`src/rtl/aes_pkg.sv`:
```
// Shared Rijndael constants and ShiftRows index helpers, evaluated at elaboration.
package aes_pkg;

  localparam int unsigned NB_128 = 4;
  localparam int unsigned NB_192 = 6;
  localparam int unsigned NB_256 = 8;

  typedef enum logic {
    SR_FWD = 1'b0,
    SR_INV = 1'b1
  } sr_dir_e;

  function automatic int unsigned sr_offset(input int unsigned nb, input int unsigned r);
    if (nb == NB_256) begin
      case (r)
        2:       return 3;
        3:       return 4;
        default: return r;
      endcase
    end
    return r;
  endfunction

  function automatic int unsigned sr_src_col(input int unsigned nb, input int unsigned r,
                                             input int unsigned c, input sr_dir_e dir);
    int unsigned off;
    off = sr_offset(nb, r);
    if (dir == SR_INV) return (c + nb - off) % nb;
    return (c + off) % nb;
  endfunction

endpackage

```
`src/rtl/sr_pipe_stage.sv`:
```
// One valid/ready register slice; loads and drains in the same cycle for full throughput.
module sr_pipe_stage #(
  parameter int unsigned W = 129
) (
  input  logic         clk,
  input  logic         rst,
  input  logic         in_valid_i,
  output logic         in_ready_o,
  input  logic [W-1:0] in_data_i,
  output logic         out_valid_o,
  input  logic         out_ready_i,
  output logic [W-1:0] out_data_o
);

  logic         valid_q, valid_d;
  logic [W-1:0] data_q, data_d;

  always_comb begin
    in_ready_o = !valid_q || out_ready_i;
    valid_d    = valid_q;
    data_d     = data_q;
    if (in_valid_i && in_ready_o) begin
      valid_d = 1'b1;
      data_d  = in_data_i;
    end else if (out_ready_i) begin
      valid_d = 1'b0;
    end
  end

  always_ff @(posedge clk or posedge rst) begin
    if (rst) begin
      valid_q <= 1'b0;
      data_q  <= '0;
    end else begin
      valid_q <= valid_d;
      data_q  <= data_d;
    end
  end

  assign out_valid_o = valid_q;
  assign out_data_o  = data_q;

endmodule

```
`src/rtl/shift_rows_pipe.sv`:
```
// Pipelined ShiftRows/InvShiftRows for Nb = 4/6/8 with per-transfer direction and valid/ready flow.
module shift_rows_pipe
  import aes_pkg::*;
#(
  parameter int unsigned NB     = NB_128,
  parameter int unsigned STAGES = 1
) (
  input  logic               clk,
  input  logic               rst,
  input  logic               in_valid,
  output logic               in_ready,
  input  logic [32*NB-1:0]   in_data,
  input  logic               in_inv,
  output logic               out_valid,
  input  logic               out_ready,
  output logic [32*NB-1:0]   out_data,
  output logic               out_inv
);

  localparam int unsigned W = 32 * NB;

  if (!(NB == NB_128 || NB == NB_192 || NB == NB_256)) begin : g_bad_nb
    $error("shift_rows_pipe: NB must be 4, 6 or 8");
  end
  if (STAGES < 1 || STAGES > 3) begin : g_bad_stages
    $error("shift_rows_pipe: STAGES must be 1..3");
  end

  logic [W-1:0] perm_fwd;
  logic [W-1:0] perm_inv;
  logic [W-1:0] perm;

  // Byte k = 4*c + r sits MSB-first; both directions are pure wiring.
  for (genvar gr = 0; gr < 4; gr++) begin : g_row
    for (genvar gc = 0; gc < NB; gc++) begin : g_col
      localparam int unsigned K  = 4 * gc + gr;
      localparam int unsigned FS = sr_src_col(NB, gr, gc, SR_FWD);
      localparam int unsigned IS = sr_src_col(NB, gr, gc, SR_INV);
      assign perm_fwd[W-1-8*K -: 8] = in_data[W-1-8*(4*FS+gr) -: 8];
      assign perm_inv[W-1-8*K -: 8] = in_data[W-1-8*(4*IS+gr) -: 8];
    end
  end

  assign perm = in_inv ? perm_inv : perm_fwd;

  logic [STAGES:0] vld;
  logic [STAGES:0] rdy;
  logic [W:0]      dat [0:STAGES];

  assign vld[0]      = in_valid;
  assign dat[0]      = {in_inv, perm};
  assign in_ready    = rdy[0];
  assign rdy[STAGES] = out_ready;

  for (genvar gs = 0; gs < STAGES; gs++) begin : g_stage
    sr_pipe_stage #(.W(W + 1)) u_stage (
      .clk         (clk),
      .rst         (rst),
      .in_valid_i  (vld[gs]),
      .in_ready_o  (rdy[gs]),
      .in_data_i   (dat[gs]),
      .out_valid_o (vld[gs+1]),
      .out_ready_i (rdy[gs+1]),
      .out_data_o  (dat[gs+1])
    );
  end

  assign out_valid         = vld[STAGES];
  assign {out_inv, out_data} = dat[STAGES];

endmodule
```
`config.mk`:
```
export PLATFORM = sky130hd
export DESIGN_NAME = shift_rows_pipe
export DESIGN_NICKNAME = d
export VERILOG_FILES = /design/src/rtl/aes_pkg.sv /design/src/rtl/sr_pipe_stage.sv /design/src/rtl/shift_rows_pipe.sv
export SDC_FILE = /design/constraint.sdc
export NUM_CORES = 1
export LEC_CHECK = 0
export BUFFER_PORTS_ARGS = -buffer_cell sky130_fd_sc_hd__buf_2
export CORE_MARGIN = 2
export CORE_UTILIZATION = 43
export CTS_CLUSTER_DIAMETER = 80
export DETAILED_ROUTE_END_ITERATION = 10
export PLACE_DENSITY = 0.81
export SLEW_MARGIN = 15
export SYNTH_ARGS = -nofsm -noshare
export SYNTH_HDL_FRONTEND = slang
export SYNTH_SLANG_ARGS = --single-unit
```
`constraint.sdc`:
```
create_clock -name clk -period 4.5 [get_ports clk]
set_input_delay 1.35 -clock clk [delete_from_list [all_inputs] [get_ports clk]]
set_output_delay 1.35 -clock clk [all_outputs]
set_load 0.01 [all_outputs]
```
==> summary.md <==
| Metric | Value |
|---|---|
| Die footprint | around 0.014 mm2 |
| Fin. max-slew vios | 0 |
| Final setup margin | around 1.3 ns |
| Final HPWL DP | between 10 and 15 mm |
| Max clock buf depth | 2 |
| Worst-Margin Slew | ~1.1 ns |
| Asr flop ratio synth | 100% |
| DRT Pass-1 Iters | 4 |
| Max H-tree Level | 4 |
| Antenna violations before repair | 0 |
| PortBufs | 263 |
| Detailed Route WL | around 15 mm |
| RR Startpoint | g_stage[0].u_stage.out_valid_o |
| CP arrival | around 1.9 ns |
| Worst hold start | g_stage[0].u_stage.out_data_o[11] |
| Max frequency | between 300 and 400 MHz |
| # rows | 42 |
| Hold Fails Final Rpt | 0 |
| Root Driver | clkbuf_16 |
| Status | complete, no violations |
| CP endpoint kind | output pin |
| Post-synth EDFFs | 0 |
| Count of cell types in the netlist | 16 |
| Clock transition at the registers of the reported paths | roughly 0.05 ns |
| CTS buffer count | 17 |
| Post-CTS Setup Inserts | 0 |
| Yosys reg bits | 130 |
| Worst-Skew Late Latency | between 0.4 and 0.5 ns |
| CTS Hold Bufs | 0 |
| First-pass GRT wire length | about 23 mm |
| Rel. slew slack | 26.2% |
| Post-route cell area | 0.00780 mm2 |
| Lkg Pwr | 0.00390 uW |
| Wire per inst | about 17 um |
| # clock sinks | 130 |
| Yosys top cell area share | between 50% and 60% |
| Drt drc | 0 |
| Share of layout cells above drive strength 1 | between 50% and 60% |
| Vias/cell | approximately 5.2 |
| Gr ovfl total | 0 |
| Max-cap violations | 0 |
| Fin nets | 811 |
| Chip width | approximately 120 um |
| Starting DRT DRC Count | ~180 |
| Area grow syn2layout | 34.4% |
| Ant diodes | 0 |
| Most frequent cell after synthesis | dfrtp_1 |
| Post-CTS Resized | 0 |
| Mapped Area | between 0.005 and 0.006 mm2 |
| Dominant cell type by area after synthesis | dfrtp_1 |
| Setup TNS | 0 ns |
| Sequential share of the synthesized area | 56.0% |
| Critical Path Fanout Max | 19 |
| Dpl cell area | between 0.007 and 0.008 mm2 |
| Global-route total usage across every layer | 20.9% |
| Synth area leaders | dfrtp_1 56%, mux2_4 13%, mux2i_1 11% |
| Total power | approximately 3600 uW |
| Pwr/cell area | roughly 460 mW/mm2 |
| Num ports | roughly 260 |
| Largest net degree at the start of global routing | between 100 and 150 |
| Final setup viols | 0 |
| Clk_skew | around 0.010 ns |
| Syn Nets | roughly 570 |
| Worst Hold Class | reg -> reg |
| Crit Path Category | in -> out |
| Tcrit/Tclk final | 72.1% |
| Synth cell count leaders | 130 x dfrtp_1, 64 x a21oi_1, 64 x a31oi_1, 64 x mux2i_1, 50 x mux2_4 |
| Via count | between 4,000 and 5,000 |
| Post-layout min period | about 3.2 ns |
| Syn Inst Count | about 430 |
| Vias in the first global route | 4,514 |
| VDD IR-drop max | about 240 uV |
| Crit path from | out_ready |
| Synth warn | 0 |
| RSZ-0062 raised after global routing | false |
| Mean Syn Cell Area | between 10 and 15 um2 |
| CTS tree | yes |
| Synth Flop Type | dfrtp_1 |
| GPL Wtd Cong | 0.779 |
| Initial Util | ~44% |
| Place WS | between 1 and 1.5 ns |
| CP required | roughly 3.2 ns |
| Die height | around 120 um |
| Setup crit start kind | input port |
| Core Region | between 0.01 and 0.015 mm2 |
| Post-DRT Antenna Nets | 0 |
[metal layers]
metal | share of wire, % | vias up | track usage (%) | wire, um
met5 | 0 | - | 0 | 0
met4 | 2.2 | 0 | 8.60 | 330
met3 | 8.9 | 22 | 7.41 | 1330
met2 | 47 | 201 | 33.9 | 7100
met1 | 41 | 2172 | 25.5 | 6210
li1 | - | 2108 | - | -
[path summary, 6_finish.rpt]
check / to / slack [ns] / cells past startpoint
worst max-delay path: in_ready / 1.26 / 3
worst min-delay path: g_stage[0].u_stage.out_data_o[11] / 0.50 / 1
worst max register to register: g_stage[0].u_stage.out_data_o[64] / 2.30 / 5
worst min register to register: g_stage[0].u_stage.out_data_o[11] / 0.50 / 1
max in group asynchronous: g_stage[0].u_stage.out_data_o[69] / 2.86 / 3
min in group asynchronous: g_stage[0].u_stage.out_data_o[15] / 1.12 / 3
[where the power goes]
group	leakage [uW]	switching [uW]	internal (uW)
combinational	0.00212	368	352
clock	0.000299	504	941
sequential	0.00148	97.7	1340
total	0.00390	970	2640
[worst max-delay path: stages]
cell,delay [ns]
buf_2,0.10
nand2b_4,0.24
buf_2,0.19
[layout by cell type, fill, tap and decap left out]
| cell type | instances |
|---|---|
| clkbuf_8 | 1 |
| clkinvlp_4 | 4 |
| nand2b_1 | 1 |
| clkinv_4 | 2 |
| dfrtp_1 | 130 |
| a31oi_1 | 64 |
| buf_4 | 5 |
| a21oi_1 | 64 |
| nand2b_4 | 1 |
| clkbuf_16 | 17 |
| buf_12 | 2 |
| mux2i_1 | 64 |
| mux2_2 | 15 |
| clkinv_2 | 3 |
| clkbuf_1 | 1 |
| buf_2 | 261 |
| bufinv_16 | 4 |
| mux2_4 | 50 |
| nand2_4 | 1 |
| inv_6 | 1 |
[kinds of logic (layout without fill, tap and decap cells)]
family / Yosys count / count (layout) / synth area share, %
flip-flops: 130 / 130 / 56.0
AO/OA/AOI/OAI: 128 / 128 / 12.4
AND/OR/NAND/NOR: 3 / 3 / 0.280
buffers and inverters: 44 / 301 / 4.42
multiplexers: 129 / 129 / 26.9
[sequential cells by signal (all words and copies together), names as in the netlist]
| register | flops |
|---|---|
| g_stage.u_stage.out_valid_o | 1 |
| g_stage.u_stage.out_data_o | 129 |
[area by class of cell]
class	count	area [um2]
well taps	176	220
inverters	1	7.51
fillers	1069	5390
repair buffers	268	1380
flip-flops and latches	130	3250
multi-input cells	260	2310
clock buffers	19	443
clock inverters	13	184
[per-stage QoR]
step / utilization (%) / hold WS [ns] / instances
after detailed placement: 54.4 / 0.486 / 835
final: 59.2 / 0.502 / 867
after global placement: 54.4 / 0.481 / 835
after CTS: 59.2 / 0.502 / 867
after global routing: 59.2 / 0.516 / 867
after floorplan: - / 0.550 / 434
No activity file was read; power rests on OpenSTA's default activity.
